<file path="config.mk">
export PLATFORM = sky130hd
export DESIGN_NAME = conway_gen_engine_flat
export DESIGN_NICKNAME = d
export VERILOG_FILES = /design/src/rtl/conway_pkg.sv /design/src/rtl/conway_gen_engine_if.sv /design/src/rtl/conway_cell.sv /design/src/rtl/conway_row.sv /design/src/rtl/conway_gen_engine.sv /design/src/flat_wrapper.sv
export SDC_FILE = /design/constraint.sdc
export NUM_CORES = 1
export LEC_CHECK = 0
export CORE_MARGIN = 3
export CORE_UTILIZATION = 58
export DETAILED_ROUTE_END_ITERATION = 10
export PLACE_DENSITY = 0.78
export SETUP_SLACK_MARGIN = 0.4
export SYNTH_ARGS = -nofsm -noshare
export SYNTH_HDL_FRONTEND = slang
export SYNTH_SLANG_ARGS = --single-unit
</file>
<file path="constraint.sdc">
create_clock -name clk -period 3.9 [get_ports clk]
set_input_delay 0.78 -clock clk [delete_from_list [all_inputs] [get_ports clk]]
set_output_delay 0.78 -clock clk [all_outputs]
set_load 0.02 [all_outputs]
</file>
<file path="src/rtl/conway_pkg.sv">
// rtl/conway_pkg.sv - shared rule constants, FSM states and row-wrap helper for the generation engine
package conway_pkg;

    localparam logic [3:0] BIRTH_COUNT = 4'd3;
    localparam logic [3:0] SURVIVE_MIN = 4'd2;
    localparam logic [3:0] SURVIVE_MAX = 4'd3;

    typedef enum logic [1:0] {
        IDLE,
        PRIME,
        RUN,
        COMMIT
    } state_t;

    // Folds a virtual row index in [0, 2*height) back into [0, height)
    function automatic int unsigned wrap_row(input int unsigned idx, input int unsigned height);
        return (idx >= height) ? idx - height : idx;
    endfunction

endpackage

</file>
<file path="src/rtl/conway_gen_engine_if.sv">
// rtl/conway_gen_engine_if.sv - host row load/read port bundle for the generation engine
interface conway_gen_engine_if #(
    parameter int WIDTH  = 16,
    parameter int ROW_AW = 4
) ();
    logic              host_we;
    logic              host_re;
    logic [ROW_AW-1:0] host_addr;
    logic [WIDTH-1:0]  host_wdata;
    logic [WIDTH-1:0]  host_rdata;
    logic              host_rvalid;

    modport master (
        output host_we, host_re, host_addr, host_wdata,
        input  host_rdata, host_rvalid
    );

    modport slave (
        input  host_we, host_re, host_addr, host_wdata,
        output host_rdata, host_rvalid
    );
endinterface

</file>
<file path="src/rtl/conway_cell.sv">
// rtl/conway_cell.sv - single-cell life rule from the eight neighbour states
module conway_cell
    import conway_pkg::*;
(
    input  logic       alive,
    input  logic [7:0] nbrs,
    output logic       next_alive
);
    logic [3:0] sum;

    // Neighbour count; at most 8 so 4 bits never overflow
    always_comb begin
        sum = '0;
        for (int i = 0; i < 8; i++) begin
            sum = sum + {3'b000, nbrs[i]};
        end
    end

    assign next_alive = (sum == BIRTH_COUNT) ||
                        (alive && (sum >= SURVIVE_MIN) && (sum <= SURVIVE_MAX));
endmodule

</file>
<file path="src/rtl/conway_row.sv">
// rtl/conway_row.sv - combinational next-row from a three-row window, column edges dead or toroidal
module conway_row #(
    parameter int WIDTH = 16
) (
    input  logic [WIDTH-1:0] above,
    input  logic [WIDTH-1:0] cur,
    input  logic [WIDTH-1:0] below,
    input  logic             wrap,
    output logic [WIDTH-1:0] next_row
);
    // ext[j] holds column j-1, so ext[0] is column -1 and ext[WIDTH+1] is column WIDTH
    logic [WIDTH+1:0] ext_a, ext_c, ext_b;

    assign ext_a = {wrap & above[0], above, wrap & above[WIDTH-1]};
    assign ext_c = {wrap & cur[0],   cur,   wrap & cur[WIDTH-1]};
    assign ext_b = {wrap & below[0], below, wrap & below[WIDTH-1]};

    for (genvar i = 0; i < WIDTH; i++) begin : g_cell
        conway_cell u_cell (
            .alive      (ext_c[i+1]),
            .nbrs       ({ext_a[i+2:i], ext_c[i+2], ext_c[i], ext_b[i+2:i]}),
            .next_alive (next_row[i])
        );
    end
endmodule

</file>
<file path="src/rtl/conway_gen_engine.sv">
// rtl/conway_gen_engine.sv - ping-pong row-parallel life engine; CONWAY_POP_COUNT_EN adds pop_count
module conway_gen_engine
    import conway_pkg::*;
#(
    parameter int WIDTH  = 16,
    parameter int HEIGHT = 16,
    parameter int ROW_AW = 4,
    parameter int GEN_W  = 16
) (
    input  logic                clk,
    input  logic                resetn,
    input  logic                start,
    input  logic                wrap,
    output logic                busy,
    output logic                done,
    output logic [GEN_W-1:0]    gen_count,
`ifdef CONWAY_POP_COUNT_EN
    output logic [$clog2(WIDTH*HEIGHT+1)-1:0] pop_count,
`endif
    conway_gen_engine_if.slave  host
);
    localparam int                DEPTH      = 2 ** ROW_AW;
    localparam logic [ROW_AW:0]   H_L        = (ROW_AW+1)'(HEIGHT);
    localparam logic [ROW_AW:0]   TWO        = (ROW_AW+1)'(2);
    localparam logic [ROW_AW-1:0] LAST_ROW   = ROW_AW'(HEIGHT - 1);
    localparam logic [ROW_AW-1:0] PRIME_LAST = ROW_AW'(2);

    logic [WIDTH-1:0]  mem [2][DEPTH];
    state_t            state;
    logic              disp_sel;
    logic              wrap_q;
    logic [ROW_AW-1:0] cnt;
    logic [WIDTH-1:0]  above_q, cur_q, rd_q, next_row;
    logic [ROW_AW-1:0] rd_row;
    logic              rd_zero;
    logic              host_wr_ok;

    assign host_wr_ok = host.host_we && !busy && ({1'b0, host.host_addr} < H_L);

    // Window read address: PRIME fetches rows H-1, 0, 1; RUN fetches row r+2, zeroed off-grid without wrap
    always_comb begin
        rd_row  = '0;
        rd_zero = 1'b1;
        if (state == PRIME) begin
            rd_row  = ROW_AW'(wrap_row(32'(cnt) + HEIGHT - 1, HEIGHT));
            rd_zero = (cnt == '0) && !wrap_q;
        end else if (state == RUN) begin
            rd_row  = ROW_AW'(wrap_row(32'(cnt) + 2, HEIGHT));
            rd_zero = !wrap_q && (({1'b0, cnt} + TWO) >= H_L);
        end
    end

    // Host writes land in the display buffer, engine writes in the work buffer; never both in one cycle
    always_ff @(posedge clk) begin
        if (host_wr_ok)
            mem[disp_sel][host.host_addr] <= host.host_wdata;
        if (state == RUN)
            mem[~disp_sel][cnt] <= next_row;
    end

    // Registered engine read port; returns pre-write data on same-address collision
    always_ff @(posedge clk or negedge resetn) begin
        if (!resetn)
            rd_q <= '0;
        else
            rd_q <= rd_zero ? '0 : mem[disp_sel][rd_row];
    end

    // Registered host read port, always from the display buffer
    always_ff @(posedge clk or negedge resetn) begin
        if (!resetn) begin
            host.host_rdata  <= '0;
            host.host_rvalid <= 1'b0;
        end else begin
            host.host_rvalid <= host.host_re;
            if (host.host_re)
                host.host_rdata <= ({1'b0, host.host_addr} < H_L) ? mem[disp_sel][host.host_addr] : '0;
        end
    end

    conway_row #(.WIDTH(WIDTH)) u_row (
        .above    (above_q),
        .cur      (cur_q),
        .below    (rd_q),
        .wrap     (wrap_q),
        .next_row (next_row)
    );

    // Sequencer: IDLE -> PRIME (3 reads) -> RUN (one row per cycle) -> COMMIT (swap buffers)
    always_ff @(posedge clk or negedge resetn) begin
        if (!resetn) begin
            state     <= IDLE;
            busy      <= 1'b0;
            done      <= 1'b0;
            gen_count <= '0;
            disp_sel  <= 1'b0;
            wrap_q    <= 1'b0;
            cnt       <= '0;
            above_q   <= '0;
            cur_q     <= '0;
        end else begin
            done <= 1'b0;
            if (state == PRIME || state == RUN) begin
                above_q <= cur_q;
                cur_q   <= rd_q;
            end
            case (state)
                IDLE: begin
                    if (start) begin
                        state  <= PRIME;
                        busy   <= 1'b1;
                        wrap_q <= wrap;
                        cnt    <= '0;
                    end
                end
                PRIME: begin
                    cnt <= cnt + 1'b1;
                    if (cnt == PRIME_LAST) begin
                        state <= RUN;
                        cnt   <= '0;
                    end
                end
                RUN: begin
                    cnt <= cnt + 1'b1;
                    if (cnt == LAST_ROW) begin
                        state <= COMMIT;
                        done  <= 1'b1;
                    end
                end
                COMMIT: begin
                    disp_sel  <= ~disp_sel;
                    gen_count <= gen_count + 1'b1;
                    busy      <= 1'b0;
                    state     <= IDLE;
                end
                default: state <= IDLE;
            endcase
        end
    end

`ifdef CONWAY_POP_COUNT_EN
    localparam int PC_W = $clog2(WIDTH*HEIGHT+1);
    logic [PC_W-1:0] pop_acc, row_pop;

    // Live cells in the row being written this cycle
    always_comb begin
        row_pop = '0;
        for (int i = 0; i < WIDTH; i++) begin
            row_pop = row_pop + PC_W'(next_row[i]);
        end
    end

    // Accumulate over RUN, publish at COMMIT
    always_ff @(posedge clk or negedge resetn) begin
        if (!resetn) begin
            pop_acc   <= '0;
            pop_count <= '0;
        end else begin
            if (state == IDLE)
                pop_acc <= '0;
            else if (state == RUN)
                pop_acc <= pop_acc + row_pop;
            else if (state == COMMIT)
                pop_count <= pop_acc;
        end
    end
`endif
endmodule
</file>
<file path="src/flat_wrapper.sv">
// flat-port wrapper written by rule: the top's interface ports become plain ports
module conway_gen_engine_flat import conway_pkg::*;
#(
    parameter int WIDTH  = 16,
    parameter int HEIGHT = 16,
    parameter int ROW_AW = 4,
    parameter int GEN_W  = 16
)
  (clk, resetn, start, wrap, busy, done, gen_count, host_host_we, host_host_re, host_host_addr, host_host_wdata, host_host_rdata, host_host_rvalid);
  conway_gen_engine_if #(.WIDTH(WIDTH), .ROW_AW(ROW_AW)) host_i ();
  input  logic clk;
  input  logic resetn;
  input  logic start;
  input  logic wrap;
  output logic busy;
  output logic done;
  output logic [GEN_W-1:0] gen_count;
  input wire logic [$bits(host_i.host_we)-1:0] host_host_we;
  input wire logic [$bits(host_i.host_re)-1:0] host_host_re;
  input wire logic [$bits(host_i.host_addr)-1:0] host_host_addr;
  input wire logic [$bits(host_i.host_wdata)-1:0] host_host_wdata;
  output wire logic [$bits(host_i.host_rdata)-1:0] host_host_rdata;
  output wire logic [$bits(host_i.host_rvalid)-1:0] host_host_rvalid;
  assign host_i.host_we = host_host_we;
  assign host_i.host_re = host_host_re;
  assign host_i.host_addr = host_host_addr;
  assign host_i.host_wdata = host_host_wdata;
  assign host_host_rdata = host_i.host_rdata;
  assign host_host_rvalid = host_i.host_rvalid;
  conway_gen_engine #(.WIDTH(WIDTH), .HEIGHT(HEIGHT), .ROW_AW(ROW_AW), .GEN_W(GEN_W)) u_core (.clk(clk), .resetn(resetn), .start(start), .wrap(wrap), .busy(busy), .done(done), .gen_count(gen_count), .host(host_i));
endmodule
</file>
==> After elaboration in Yosys (flattened, before gate mapping) <==
Memory sizes are Yosys's and may differ from the RTL's.
Cells that the tools add are included.
{ "totals": {"ramBits": 512, "n_memories": 1, "ff_bits": 91, "output_inout_bits": 35, "inputBits": 26} }
{ "mem_list": {"columns": ["memory", "depth", "width", "read_ports", "rd_ports_with_merged_regs", "write_ports", "line", "rtl"], "rows": [
  ["u_core.mem", 2, 256, 1, 0, 2, "conway_gen_engine.sv:28", "logic [WIDTH-1:0] mem [2][DEPTH];"]
]} }
{ "classes": {"reduce_logical": 64, "addsub": 120, "n_bitwise": 10, "n_mux": 32, "eq_ne": 24, "order_cmp": 40} }
{ "ops": {"columns": ["op", "n"], "rows": [
  ["2-to-1 mux 256 bit", 2],
  ["adder 4 x 1 -> 4 bit", 96],
  ["binary-select mux 16 bit (select 4 bit)", 2],
  ["demux 16 bit (select 4 bit)", 2],
  ["2-to-1 mux 16 bit", 7],
  ["== test 4 x 2 -> 1 bit (second input constant)", 17],
  ["greater-or-equal comparator 4 x 2 -> 1 bit (second input constant)", 16],
  ["<= comparator 4 x 2 -> 1 bit (second input constant)", 16],
  ["logical AND 1 bit", 37],
  ["adder 1 x 1 -> 2 bit", 16],
  ["greater-or-equal comparator 32 x 5 -> 1 bit (second input constant)", 1],
  ["greater-or-equal comparator 5 bit (second input constant)", 5],
  ["2-to-1 mux 4 bit", 6],
  ["logical OR 1 bit", 17],
  ["adder 16 x 1 -> 16 bit (second input constant)", 1],
  ["NOT 4 -> 5 bit", 3],
  ["one-hot mux 4 bit (3 select lines)", 1],
  ["adder 4 x 2 -> 5 bit (second input constant)", 2],
  ["< comparator 5 x 1 -> 1 bit (second input constant)", 2],
  ["one-hot mux 2 bit (4 select lines)", 1],
  ["subtractor 4 x 1 -> 4 bit (second input constant)", 2],
  ["2-to-1 mux 1 bit", 7],
  ["subtractor 6 x 1 -> 7 bit (second input constant)", 1],
  ["adder 4 x 5 -> 6 bit (second input constant)", 1],
  ["16 further kinds", 29]
]} }

==> Depth between registers and ports, before layout <==
{ "depth": {"ltp_word": 12, "depth_mapped": 13} }

==> Hierarchy <==
A second synthesis with hierarchy kept.
{ "hier_totals": {"hier_cells": 2508, "hier_area_um2": 36970.5} }
{ "by_module_without_submodules": {"columns": ["module", "area_each_um2", "n_inst", "seq_area_each_um2", "cells_each"], "rows": [
  ["conway_gen_engine", 34107.7, 1, 17651.9, 2196],
  ["conway_cell (u_core.u_row.g_cell[0].u_cell ...)", 176.4, 14, 0.0, 19],
  ["conway_cell (u_core.u_row.g_cell[8].u_cell ...)", 177.7, 2, 0.0, 20],
  ["conway_row", 37.5, 1, 0.0, 6]
]} }

==> Worst setup path before layout <==
No wires, ideal clock.
{ "synth_timing": {"path_kind": "reg-to-reg", "from": "reg u_core.wrap_q", "to": "mem u_core.mem[0][0] (netlist bit), data pin", "path_buffers": 2, "stages_incl_launch_ff": 13, "t_required_ns": 3.633, "arrival_ns": 3.563, "setup_slack_ns": 0.070, "period_less_slack_ns": 3.830, "path_cell_list": "dfrtp_1 clkbuf_1 and2_1 ha_1 inv_1 fa_1 fa_1 fa_1 fa_1 nor2b_1 o21ai_0 clkbuf_1 o21ai_0"} }
{ "synth_lines": {"columns": ["element", "line", "rtl"], "rows": [
  ["start, declared", "conway_gen_engine.sv:31", "logic wrap_q;"],
  ["start signal, assigned", "conway_gen_engine.sv:112", "wrap_q <= wrap;"],
  ["end, declared", "conway_gen_engine.sv:28", null]
]} }

==> results.json <==
{
  "wl_per_cell_um": 30.8,
  "drc": 0,
  "vias": 28482,
  "yosysSeqAreaShare": 0.495,
  "rows": 90,
  "arrival_ps": 4220,
  "grt_pass1_wl_um": 172000,
  "power_leakage_nw": 15.8,
  "yosys.area.top_type_share": 0.431,
  "synth-async-reset-ratio": 0.151,
  "worstPathCellList": "buf_4 -> ha_1 -> inv_1 -> fa_1 -> fa_1 -> fa_2 -> fa_2 -> nor4b_4 -> o21ai_4 -> buf_12 -> clkbuf_16 -> o21ai_2",
  "io_buffers": 60,
  "core-area_sq_mm": 0.0606,
  "die_area_sq_mm": 0.0645,
  "synth_seq_cells": 603,
  "cts-root-buf": "clkbuf_16",
  "worst-setup-path-type": "flip-flop to flip-flop",
  "synth_area_leaders": "edfxtp_1, mux4_2, o21ai_0",
  "synthFlopType": "edfxtp_1",
  "syn-instance-count": 3086,
  "clock_sinks": 603,
  "finalSetupTns_ps": 0,
  "p_per_area_mw_per_mm2": 843,
  "syn_area_sq_mm": 0.0357,
  "avgSynthCellArea_sq_um": 11.6,
  "drv_cap": 0,
  "critical_path.endpoint_type": "flip-flop",
  "overflow": 0,
  "grt_pass1_vias": 27588,
  "layout-drive-gt1-share": 0.265,
  "crit_fanout": 8,
  "cts_buffers": 67,
  "r2r_slack_ps": 130,
  "synth_area_leader_cell": "edfxtp_1",
  "fmax_ghz": 0.265,
  "grt_max_degree": 52,
  "critPathLaunchType": "flip-flop",
  "synth_nets": 3237,
  "antenna_found_initial": 11,
  "grt_usage": 0.367,
  "max-slew-margin-rel": 0.0772,
  "cts_tree": "done",
  "setup-violations-final": 0,
  "mostFrequentLayoutCells": "nand2_1, edfxtp_1, o21ai_0",
  "crit_path_top_delay_cell": "fa_1",
  "skew_ps": 26.1,
  "final_common_cell": "nand2_1",
  "required_ps": 4350,
  "viasPerCell": 7.16,
  "gp_congestion": 0.990,
  "initial_utilization": 0.589,
  "dieHeight_um": 254,
  "dp_cells": 3806,
  "finalCriticalPeriod_ps": 3770,
  "clockBufferDepth": 3,
  "dp.final_hpwl_um": 75400,
  "max_stage_delay_ps": 530,
  "io_pins": 61,
  "drv_slew": 0,
  "fin_cells": 3976,
  "syn_to_final_growth_pct": 16.3,
  "holdCritPathClass": "input pin to asynchronous set/reset pin",
  "rsz0062_at_grt": "yes",
  "clock_latency_ps": 630,
  "htree_levels": 3,
  "hold_viol": 0,
  "ir_drop_mv": 0.613,
  "routed_wl_um": 122000,
  "yosysUniqueCellTypes": 58,
  "fin_crit_sh": 0.967,
  "synth_edf_count": 512,
  "tightestPinTransition_ps": 1380,
  "status": "finished clean",
  "clk_pin_slew_ps": 70,
  "final_nets": 3289,
  "firstDrtPassIters": 8,
  "die_w_um": 254,
  "dr.first_iter.drc_count": 4830,
  "yosysWarnings": 0,
  "drt.antenna.violating_nets": 0
}
## state kept, by name, summed over array words and instances, names as in the netlist
signal / flops
u_core.host.host_rdata: 16
u_core.above_q: 16
u_core.busy: 1
u_core.state: 2
u_core.wrap_q: 1
u_core.gen_count: 16
u_core.done: 1
u_core.cnt: 4
u_core.cur_q: 16
u_core.host.host_rvalid: 1
u_core.mem: 512
u_core.disp_sel: 1
u_core.rd_q: 16
## layer usage
metal	vias up	global-route usage	wire [um]
met5	-	0	65
met4	10	0.256	10900
met3	680	0.123	20200
met2	2603	0.552	53400
met1	13743	0.451	37800
li1	11446	-	-
## layout make-up
cell class	count	area, sq um
sequential	603	17700
fill	4018	19100
clock buffer	88	1870
multi-input combinational	2062	17300
timing repair buffer	286	2970
inverter	118	443
clock inverter	29	244
antenna	8	20.0
tap	782	978
## kinds of logic after synthesis
logic type	count (synthesis)	synth area share
AND/OR/NAND/NOR	840	0.0982
AO/OA/AOI/OAI	723	0.106
flip-flops	603	0.495
buffers and inverters	422	0.0481
multiplexers	355	0.191
adder cells (fa/ha/maj)	125	0.0573
XOR/XNOR	18	0.00442
## cell usage after synthesis, types with 3 or more instances
cell type	number
xor2_1	8
nand2b_1	6
mux2_2	18
ha_1	61
or3_1	11
buf_4	11
and3_1	13
mux4_2	257
nand4b_1	3
clkbuf_1	200
or2_2	4
or4_1	5
nor2b_1	33
inv_1	118
and2_1	6
dfrtp_1	91
nor4b_1	7
nor2_1	31
a211oi_1	15
o22ai_1	22
a21oi_1	68
fa_1	64
buf_1	40
o21ai_0	591
a211o_1	9
nand2_1	676
nand3_1	12
buf_2	49
buf_6	4
mux2i_1	75
o211ai_1	3
xnor2_1	10
nor3_1	16
nand4_1	7
edfxtp_1	512
## power by group
| part | internal [mW] | total [mW] | leakage (nW) | switching (mW) |
|---|---|---|---|---|
| clock network | 3.63 | 6.29 | 1.04 | 2.66 |
| logic | 7.85 | 20.7 | 8.98 | 12.9 |
| registers | 7.57 | 7.98 | 5.78 | 0.406 |
| total | 19.1 | 35.0 | 15.8 | 15.9 |
## critical path: cells and delay by family, from the launching register on
| family | cells | cell delay (ps) |
|---|---|---|
| adders and majority gates | 5 | 2000 |
| buffers and inverters | 4 | 600 |
| DFF | 1 | 420 |
| and+or+nand+nor | 1 | 320 |
| AOI/OAI and AO/OA | 2 | 230 |
## path summary, 6_finish.rpt
check,startpoint,to,depth (start not counted)
setup / recovery,u_core.rd_q[15],u_core.mem[1][79],12
hold / removal,resetn,u_core.cur_q[6],1
setup reg to reg,u_core.rd_q[15],u_core.mem[1][79],12
hold reg to reg,u_core.cur_q[5],u_core.above_q[5],2
max in group asynchronous,resetn,u_core.gen_count[10],2
min in group clk,u_core.cur_q[5],u_core.above_q[5],2
## metrics by stage
step	total power, mW	hold slack [ps]	utilization	worst slack [ps]	cell area [sq um]
after floorplan	17.9	453	-	192	35800
after global placement	23.8	457	0.626	217	37900
after detailed placement	24.4	471	0.626	65.7	37900
after CTS	31.7	220	0.668	157	40500
after global routing	35.9	236	0.685	34.6	41500
final	35.0	195	0.685	128	41500
## repair_timing
item,CTS,global route
setup buffers,15,17
hold buffers,0,0
endpoints found under the hold margin,0,0
cloned,4,9
endpoints found under the setup margin,481,505
pin swaps,22,74
resized for setup,115,302
Power figures use the tool's default switching activity.
